--- src/rtl/mode1_max_acc.sv ---
// Running-max register and feedback controller for the mode-1 softmax max stage.
// Optional NaN tracking is compiled in when MODE1_MAX_NAN_CHECK_EN is defined.
module mode1_max_acc #(
  parameter int DATAWIDTH = 16,
  parameter int EXPONENT  = 5,
  parameter int MANTISSA  = 10,
  parameter int CNT_W     = 8
) (
  input  logic                 clk,
  input  logic                 reset_n,
  input  logic                 in_valid,
  input  logic                 in_last,
  output logic                 in_ready,
  input  logic [DATAWIDTH-1:0] tree_max,
  output logic [DATAWIDTH-1:0] ex_max,
  output logic                 out_valid,
  input  logic                 out_ready,
  output logic [DATAWIDTH-1:0] max_out,
  output logic [CNT_W-1:0]     beat_cnt,
  output logic                 cnt_ovf,
  output logic                 nan_seen
);

  localparam logic [DATAWIDTH-1:0] NEG_INF = {1'b1, {EXPONENT{1'b1}}, {MANTISSA{1'b0}}};

  typedef enum logic [1:0] {IDLE, ACCUM, DONE} state_t;

  state_t                 r_state;
  state_t                 w_state_next;
  logic [DATAWIDTH-1:0]   r_max_reg;
  logic [CNT_W-1:0]       r_beat_cnt;
  logic                   r_cnt_ovf;
  logic                   w_accept;

  assign w_accept = in_valid && in_ready;

  always_ff @(posedge clk or negedge reset_n) begin
    if (!reset_n) r_state <= IDLE;
    else          r_state <= w_state_next;
  end

  always_comb begin
    w_state_next = r_state;
    in_ready     = 1'b1;
    out_valid    = 1'b0;
    ex_max       = NEG_INF;
    unique case (r_state)
      IDLE: begin
        if (w_accept) w_state_next = in_last ? DONE : ACCUM;
      end
      ACCUM: begin
        ex_max = r_max_reg;
        if (w_accept && in_last) w_state_next = DONE;
      end
      DONE: begin
        in_ready  = 1'b0;
        out_valid = 1'b1;
        if (out_ready) w_state_next = IDLE;
      end
      default: w_state_next = IDLE;
    endcase
  end

  // The tree already compared against ex_max, so the accepted beat is the new max.
  always_ff @(posedge clk or negedge reset_n) begin
    if (!reset_n) begin
      r_max_reg  <= NEG_INF;
      r_beat_cnt <= '0;
      r_cnt_ovf  <= 1'b0;
    end else if (w_accept) begin
      r_max_reg <= tree_max;
      if (r_state == IDLE) begin
        r_beat_cnt <= CNT_W'(1);
        r_cnt_ovf  <= 1'b0;
      end else if (r_beat_cnt == '1) begin
        r_cnt_ovf <= 1'b1;
      end else begin
        r_beat_cnt <= r_beat_cnt + CNT_W'(1);
      end
    end
  end

  assign beat_cnt = r_beat_cnt;
  assign cnt_ovf  = r_cnt_ovf;

`ifdef MODE1_MAX_NAN_CHECK_EN
  localparam logic [DATAWIDTH-1:0] CANON_NAN =
    {1'b0, {EXPONENT{1'b1}}, 1'b1, {(MANTISSA-1){1'b0}}};

  logic r_nan_seen;
  logic w_is_nan;

  assign w_is_nan = (&tree_max[DATAWIDTH-2 -: EXPONENT]) && (|tree_max[MANTISSA-1:0]);

  // First beat of a vector restarts the flag; later beats only OR in.
  always_ff @(posedge clk or negedge reset_n) begin
    if (!reset_n)                         r_nan_seen <= 1'b0;
    else if (w_accept && r_state == IDLE) r_nan_seen <= w_is_nan;
    else if (w_accept)                    r_nan_seen <= r_nan_seen | w_is_nan;
  end

  assign nan_seen = r_nan_seen;
  assign max_out  = r_nan_seen ? CANON_NAN : r_max_reg;
`else
  assign nan_seen = 1'b0;
  assign max_out  = r_max_reg;
`endif

endmodule
--- config.mk ---
export PLATFORM = sky130hd
export DESIGN_NAME = mode1_max_acc
export DESIGN_NICKNAME = d
export VERILOG_FILES = /design/src/rtl/mode1_max_acc.sv
export SDC_FILE = /design/constraint.sdc
export NUM_CORES = 1
export LEC_CHECK = 0
export ABC_CLOCK_PERIOD_IN_PS = 4100
export BUFFER_PORTS_ARGS = -buffer_cell sky130_fd_sc_hd__buf_4
export CORE_MARGIN = 1.5
export CORE_UTILIZATION = 30
export CTS_CLUSTER_SIZE = 28
export DETAILED_ROUTE_END_ITERATION = 6
export GPL_TIMING_DRIVEN = 0
export PLACE_DENSITY = 0.62
export SYNTH_ARGS = -nofsm -noshare
export SYNTH_HDL_FRONTEND = slang
export SYNTH_SLANG_ARGS = --single-unit
--- constraint.sdc ---
create_clock -name clk -period 4.1 [get_ports clk]
set_clock_uncertainty 0.1 [all_clocks]
set_input_delay 0.82 -clock clk [delete_from_list [all_inputs] [get_ports clk]]
set_output_delay 0.82 -clock clk [all_outputs]
set_load 0.01 [all_outputs]
==> results of run 1 <==
==> sequential cells by signal, summed over array words and instances (netlist names) <==
| signal | flops |
|---|---|
| max_out | 16 |
| beat_cnt | 8 |
| r_state | 2 |
| cnt_ovf | 1 |
==> logic make-up after synthesis <==
logic type,after synthesis,synth area share [%]
xor gates and xnor gates,1,0.616
muxes,18,16.5
DFF,27,48.1
and+or+nand+nor,45,19.5
other,1,0.264
AOI/OAI and AO/OA,17,8.89
buffers and inverters,9,5.37
adders and majority gates,1,0.880
==> routing by layer <==
layer  vias to the layer above  global-route usage, %
met1                       560                   16.2
met4                         0                   2.52
met5                         -                      0
li1                        542                      -
met2                        39                   22.7
met3                         2                   2.39
==> placed cells by master, fill, tap and decap left out, types with 4 or more instances in the layout <==
cell type,instances
buf_4,63
dfrtp_1,21
and2_1,11
mux2_4,9
nand2b_1,7
mux2_2,7
nand2_1,6
dfstp_2,6
nor2_1,4
a21oi_1,4
nand3_1,4
==> how the worst max path moves through the flow <==
stage	slack, ns	start	cells past startpoint	end
2_1_floorplan	2.07	r_state[1]	3	ex_max[0]
6_report	1.44	r_state[1]	4	ex_max[7]
5_1_grt	1.31	r_state[1]	4	ex_max[7]
4_1_cts	1.42	r_state[1]	4	ex_max[7]
3_3_place_gp	1.79	r_state[1]	4	ex_max[8]
3_5_place_dp	1.73	r_state[1]	4	ex_max[7]
==> metrics by stage <==
| step | instance area, um2 | util, % | power [W] |
|---|---|---|---|
| CTS | 2000 | 45.0 | 0.000771 |
| finish | 2000 | 45.0 | 0.000762 |
| detailed placement | 1950 | 43.9 | 0.000618 |
| floorplan | 1420 | - | 0.000487 |
| global route | 2000 | 45.0 | 0.000808 |
| global placement | 1950 | 43.9 | 0.000610 |
==> final cells by class <==
cell class | instances | area share (%)
buffer | 6 | 3.26
tap | 52 | 3.26
multi-input combinational | 83 | 33.1
timing repair buffer | 62 | 23.3
clock buffer | 3 | 2.07
sequential | 27 | 34.2
clock inverter | 1 | 0.250
inverter | 3 | 0.564
==> power groups by stage <==
| stage | clock network, W | registers (W) | logic [W] |
|---|---|---|---|
| final | 0.000151 | 0.000350 | 0.000261 |
| after global routing | 0.000170 | 0.000356 | 0.000282 |
| after CTS | 0.000156 | 0.000349 | 0.000265 |
| after detailed placement | 0 | 0.000354 | 0.000264 |
| after global placement | 0 | 0.000351 | 0.000259 |
| after floorplan | 0 | 0.000364 | 0.000123 |
==> results.md, run 1 <==
- Post-synthesis cell type count: 36
- Arr. time, crit path: 1.74 ns
- Clock Power Share: 19.8%
- NetSw: 0.000234 W
- Layout area overhead: 40.6%
- Seq cells post-synth: 27
- Largest net degree at the start of global routing: 28
- Die height: 71.8 um
- Final #Nets: 208
- Critical Path Source Type: register
- Critical Path RT: 3.18 ns
- Min Hold Slack: 0.349 ns
- Fmax: 376 MHz
- M1 WL: 1470 um
- Vias in the first global route: 1144
- Final cell count without fillers: 237
- Vias after detailed routing: 1143
- Clock Tree Buf Depth: 2
- Synthesized cell area: 1420 um2
- Root Buffer: clkbuf_8
- ANT cells: 0
- Tcrit/Tclk final: 64.8%
- Fill cells: 442
- First-pass GRT wire length: 5250 um
- CTS tree: built
- Int Power: 0.000528 W
- # DRC: 4
- R2R depth: 5
- Power per cell area: 382 nW/um2
- Inserted Clock Buffers: 3
- CTS Sinks: 27
- RR Startpoint: beat_cnt[0]
- Syn nets: 141
- Unrepaired setup endpoints after global routing: false
- Flop pwr share: 45.9%
- Setup_tns: 0 ns
- Multi-input logic area: 662 um2
- Post-CTS setup buffers: 0
- Core area: 4440 um2
- Met3 routed WL: 193 um
- Syn Inst Count: 119
- DIE AREA: 5160 um2
- Failing checks: DRC
- Port bufs: 62
- Global route overflow: 0
- Predominant post-synthesis flop cell: dfrtp_1
- Post_cts resized: 0
- Final hold vios: 0
- Mean Syn Cell Area: 11.9 um2
- Status: complete, but fails checks
- Hold Crit Class: in -> async
- Yosys top cell area share: 37.0%
- Gpl congestion: 0.743
- Sequential share of the synthesized area: 48.1%
- Synth top area cells: dfrtp_1 37%, dfstp_2 11%, mux2_4 9.5%
- Number of synthesized flops with an enable pin: 0
- Hold_buf cts: 0
- Crit-path slowest cell: dfrtp_1
- Maximum VDD drop: 181 uV
- Slowest stage delay, CP: 0.46 ns
- FFs w/ async S/R, synth: 100%
- CP max FO: 10
- Pre-CTS setup slack: 1.73 ns
- Switching fraction of total power: 30.7%
- Inst Count DP: 233
- 1st-pass router iterations: 6
- Worst setup path class: reg -> out
- R2R Path End: beat_cnt[3]
- Count leader, synth: dfrtp_1
- H-Tree Depth: 1
- Initial DRC Count: 43
- Max-slew violation count: 0
- Flop2flop setup slack: 2.39 ns
- Delay-heaviest family, CP: simple AND/OR/NAND/NOR gates
- Post-DP HPWL: 2530 um
- Most common library cells after synthesis: 21 x dfrtp_1, 11 x and2_1, 9 x mux2_4
- DR WL/cell: 14.2 um
- Clock transition at path regs: 0.09 ns
- Ys Warns: 0
- IO Count: 65
- Via density: 4.82
- Clk_lat worst skew: 0.27 ns
- Top layer in use: met4
- Max cap viols: 0
- Initial antenna violation count: 0
- CP Cell Sequence: and2b_1 -> clkbuf_1 -> and2_1 -> buf_4
- Metal2 WL: 1690 um
- Fin crit period: 2.66 ns
- Final setup vio count: 0
- Starting density of the core: 32.0%
- Storage element area: 683 um2
- Fraction of layout cells with a size suffix above 1: 53.0%
- Final setup margin: 1.44 ns
- Setup crit end kind: output port
- Gate power share: 34.3%
- Worst path bufs/invs: 2
- Leakage: 0.980 nW
- Row count: 24
- Gr usage total: 12.8%
- ANT nets after route: 0
- Die width: 71.8 um
- Largest area contributor in the netlist: dfrtp_1
- Post-Route WL: 3370 um
No activity file was read; power rests on OpenSTA's default activity.
==> run 2: changes to the inputs <==
ABC_CLOCK_PERIOD_IN_PS = 2200   (was 4100)
PLACE_DENSITY = 0.64   (was 0.62)
clock period = 2.2 ns   (was 4.1 ns; I/O delays follow)
==> run 2 against run 1 <==
  * The run still ends with DRC left
  * Register-to-register slack worse by 1.9 ns
  * Non-clock buffer count unchanged
  * Total power up 87%
  * Via count down 2.6%
  * Global-route usage down 0.82 points
  * Utilization up 0.23 points
  * Sequential share of layout area down 0.17 points
  * Wire length down 9.7%
  * Clock-buffer cell count unchanged
  * Hold slack worse by 0.10 ns
  * Critical endpoint is now ex_max[2]
==> results.md, run 2 (same netlist as run 1, synthesis figures left out) <==
- Status: complete, but fails checks
- Failing checks: DRC
- Maximum VDD drop: 458 uV
- Critical Path RT: 1.66 ns
- Layout area overhead: 41.3%
- H-Tree Depth: 1
- DR WL/cell: 12.8 um
- Final setup margin: 0.242 ns
- Delay-heaviest family, CP: simple AND/OR/NAND/NOR gates
- Crit-path slowest cell: dfrtp_1
- First-pass GRT wire length: 4900 um
- Gpl congestion: 0.769
- Fmax: 511 MHz
- CP Cell Sequence: buf_6 -> and2b_2 -> and2_1 -> buf_4
- Setup_tns: 0 ns
- Pre-CTS setup slack: 0.222 ns
- Starting density of the core: 32.0%
- Root Buffer: clkbuf_8
- Post-Route WL: 3040 um
- DIE AREA: 5160 um2
- Die width: 71.8 um
- Port bufs: 62
- Vias in the first global route: 1038
- CTS tree: built
- Fin area: 2010 um2
- Final setup vio count: 0
- Overall power: 0.00143 W
- Final cell count without fillers: 237
- CP max FO: 16
- 1st-pass router iterations: 6
- Final hold vios: 0
- Post-DP HPWL: 2230 um
- Largest net degree at the start of global routing: 28
- Hold Crit Class: in -> reg
- # DRC: 5
- Most frequent cells in the layout: 63 x buf_4, 21 x dfrtp_1, 11 x and2_1
- Final #Nets: 208
- Worst setup path class: reg -> out
- Largest register FFs: 16
- Fin crit period: 1.96 ns
- Arr. time, crit path: 1.42 ns
- Via density: 4.70
- Worst path bufs/invs: 2
- Critical Path Source Type: register
- Unrepaired setup endpoints after global routing: false
- ANT cells: 0
- Area after DPL: 1950 um2
- Slowest stage delay, CP: 0.39 ns
- Clock transition at path regs: 0.10 ns
- Setup crit end kind: output port
- Clock Tree Buf Depth: 2
- Clk_lat worst skew: 0.28 ns
- Gr usage total: 12.0%
- Leakage: 0.979 nW
- Die height: 71.8 um
- Initial DRC Count: 60
- Inst Count DP: 233
- Max cap viols: 0
- ANT nets after route: 0
- Most common cell after layout, fill and taps aside: buf_4
- Max-slew violation count: 0
- Core area: 4440 um2
- IO Count: 65
- Power per cell area: 710 nW/um2
- Inserted Clock Buffers: 3
- Vias after detailed routing: 1113
- Tcrit/Tclk final: 89.0%
- CTS Sinks: 27
- Row count: 24
- Initial antenna violation count: 0
- Fraction of layout cells with a size suffix above 1: 53.5%
- Global route overflow: 0
-- run 2: cell types whose count changed in the layout (fill, tap and decap cells not counted) --
cell,change
and2b_2,+1
clkinvlp_4,+1
and2b_1,-1
clkinv_2,-1
clkbuf_1,-1
dlygate4sd3_1,+1
-- run 2: worst paths after layout --
kind / end / start / slack [ns] / depth (start not counted)
setup / recovery: ex_max[2] / r_state[0] / 0.24 / 4
hold / removal: r_state[1] / out_ready / 0.25 / 2
setup reg to reg: beat_cnt[3] / beat_cnt[0] / 0.50 / 5
hold reg to reg: max_out[8] / max_out[8] / 0.44 / 1
max in group asynchronous: max_out[10] / reset_n / 1.20 / 2
min in group asynchronous: r_state[0] / reset_n / 0.49 / 2
-- run 2: what timing repair did --
action / in CTS / in global routing
resized for setup: 0 / 1
setup buffers: 0 / 0
endpoints found under the setup margin: 10 / 10
endpoints found under the hold margin: 21 / 0
hold buffers: 1 / 0
-- run 2: worst register-to-register path: stages, from the launching register on --
cell and delay, ns:
dfrtp_1 0.45, ha_1 0.29, and4_4 0.23, a31oi_4 0.26, a41oi_1 0.16, a31oi_1 0.15
-- run 2: routing by layer --
| layer | up-vias | GRT usage (%) | routed length [um] |
|---|---|---|---|
| met2 | 45 | 19.4 | 1470 |
| met4 | 0 | 2.52 | 26 |
| met3 | 4 | 4.08 | 254 |
| li1 | 546 | - | - |
| met5 | - | 0 | 0 |
| met1 | 518 | 15.5 | 1290 |
-- run 2: metrics by stage --
stage,utilization (%),hold WS (ns)
4_1_cts,45.2,0.239
2_1_floorplan,-,0.0444
5_1_grt,45.2,0.243
3_5_place_dp,43.9,0.281
3_3_place_gp,43.9,0.278
6_report,45.2,0.249
-- run 2: area by class of cell --
cell class | instances | area, um2
clock buffers | 3 | 41.3
fillers | 432 | 2440
repair buffers | 63 | 475
plain buffers | 5 | 61.3
flip-flops and latches | 27 | 683
well taps | 52 | 65.1
clock inverters | 1 | 7.51
inverters | 3 | 11.3
multi-input cells | 83 | 663
-- run 2: power by group --
group          internal [W]  switching [W]
Sequential         0.000579      0.0000697
Clock              0.000129       0.000167
Combinational      0.000279       0.000203
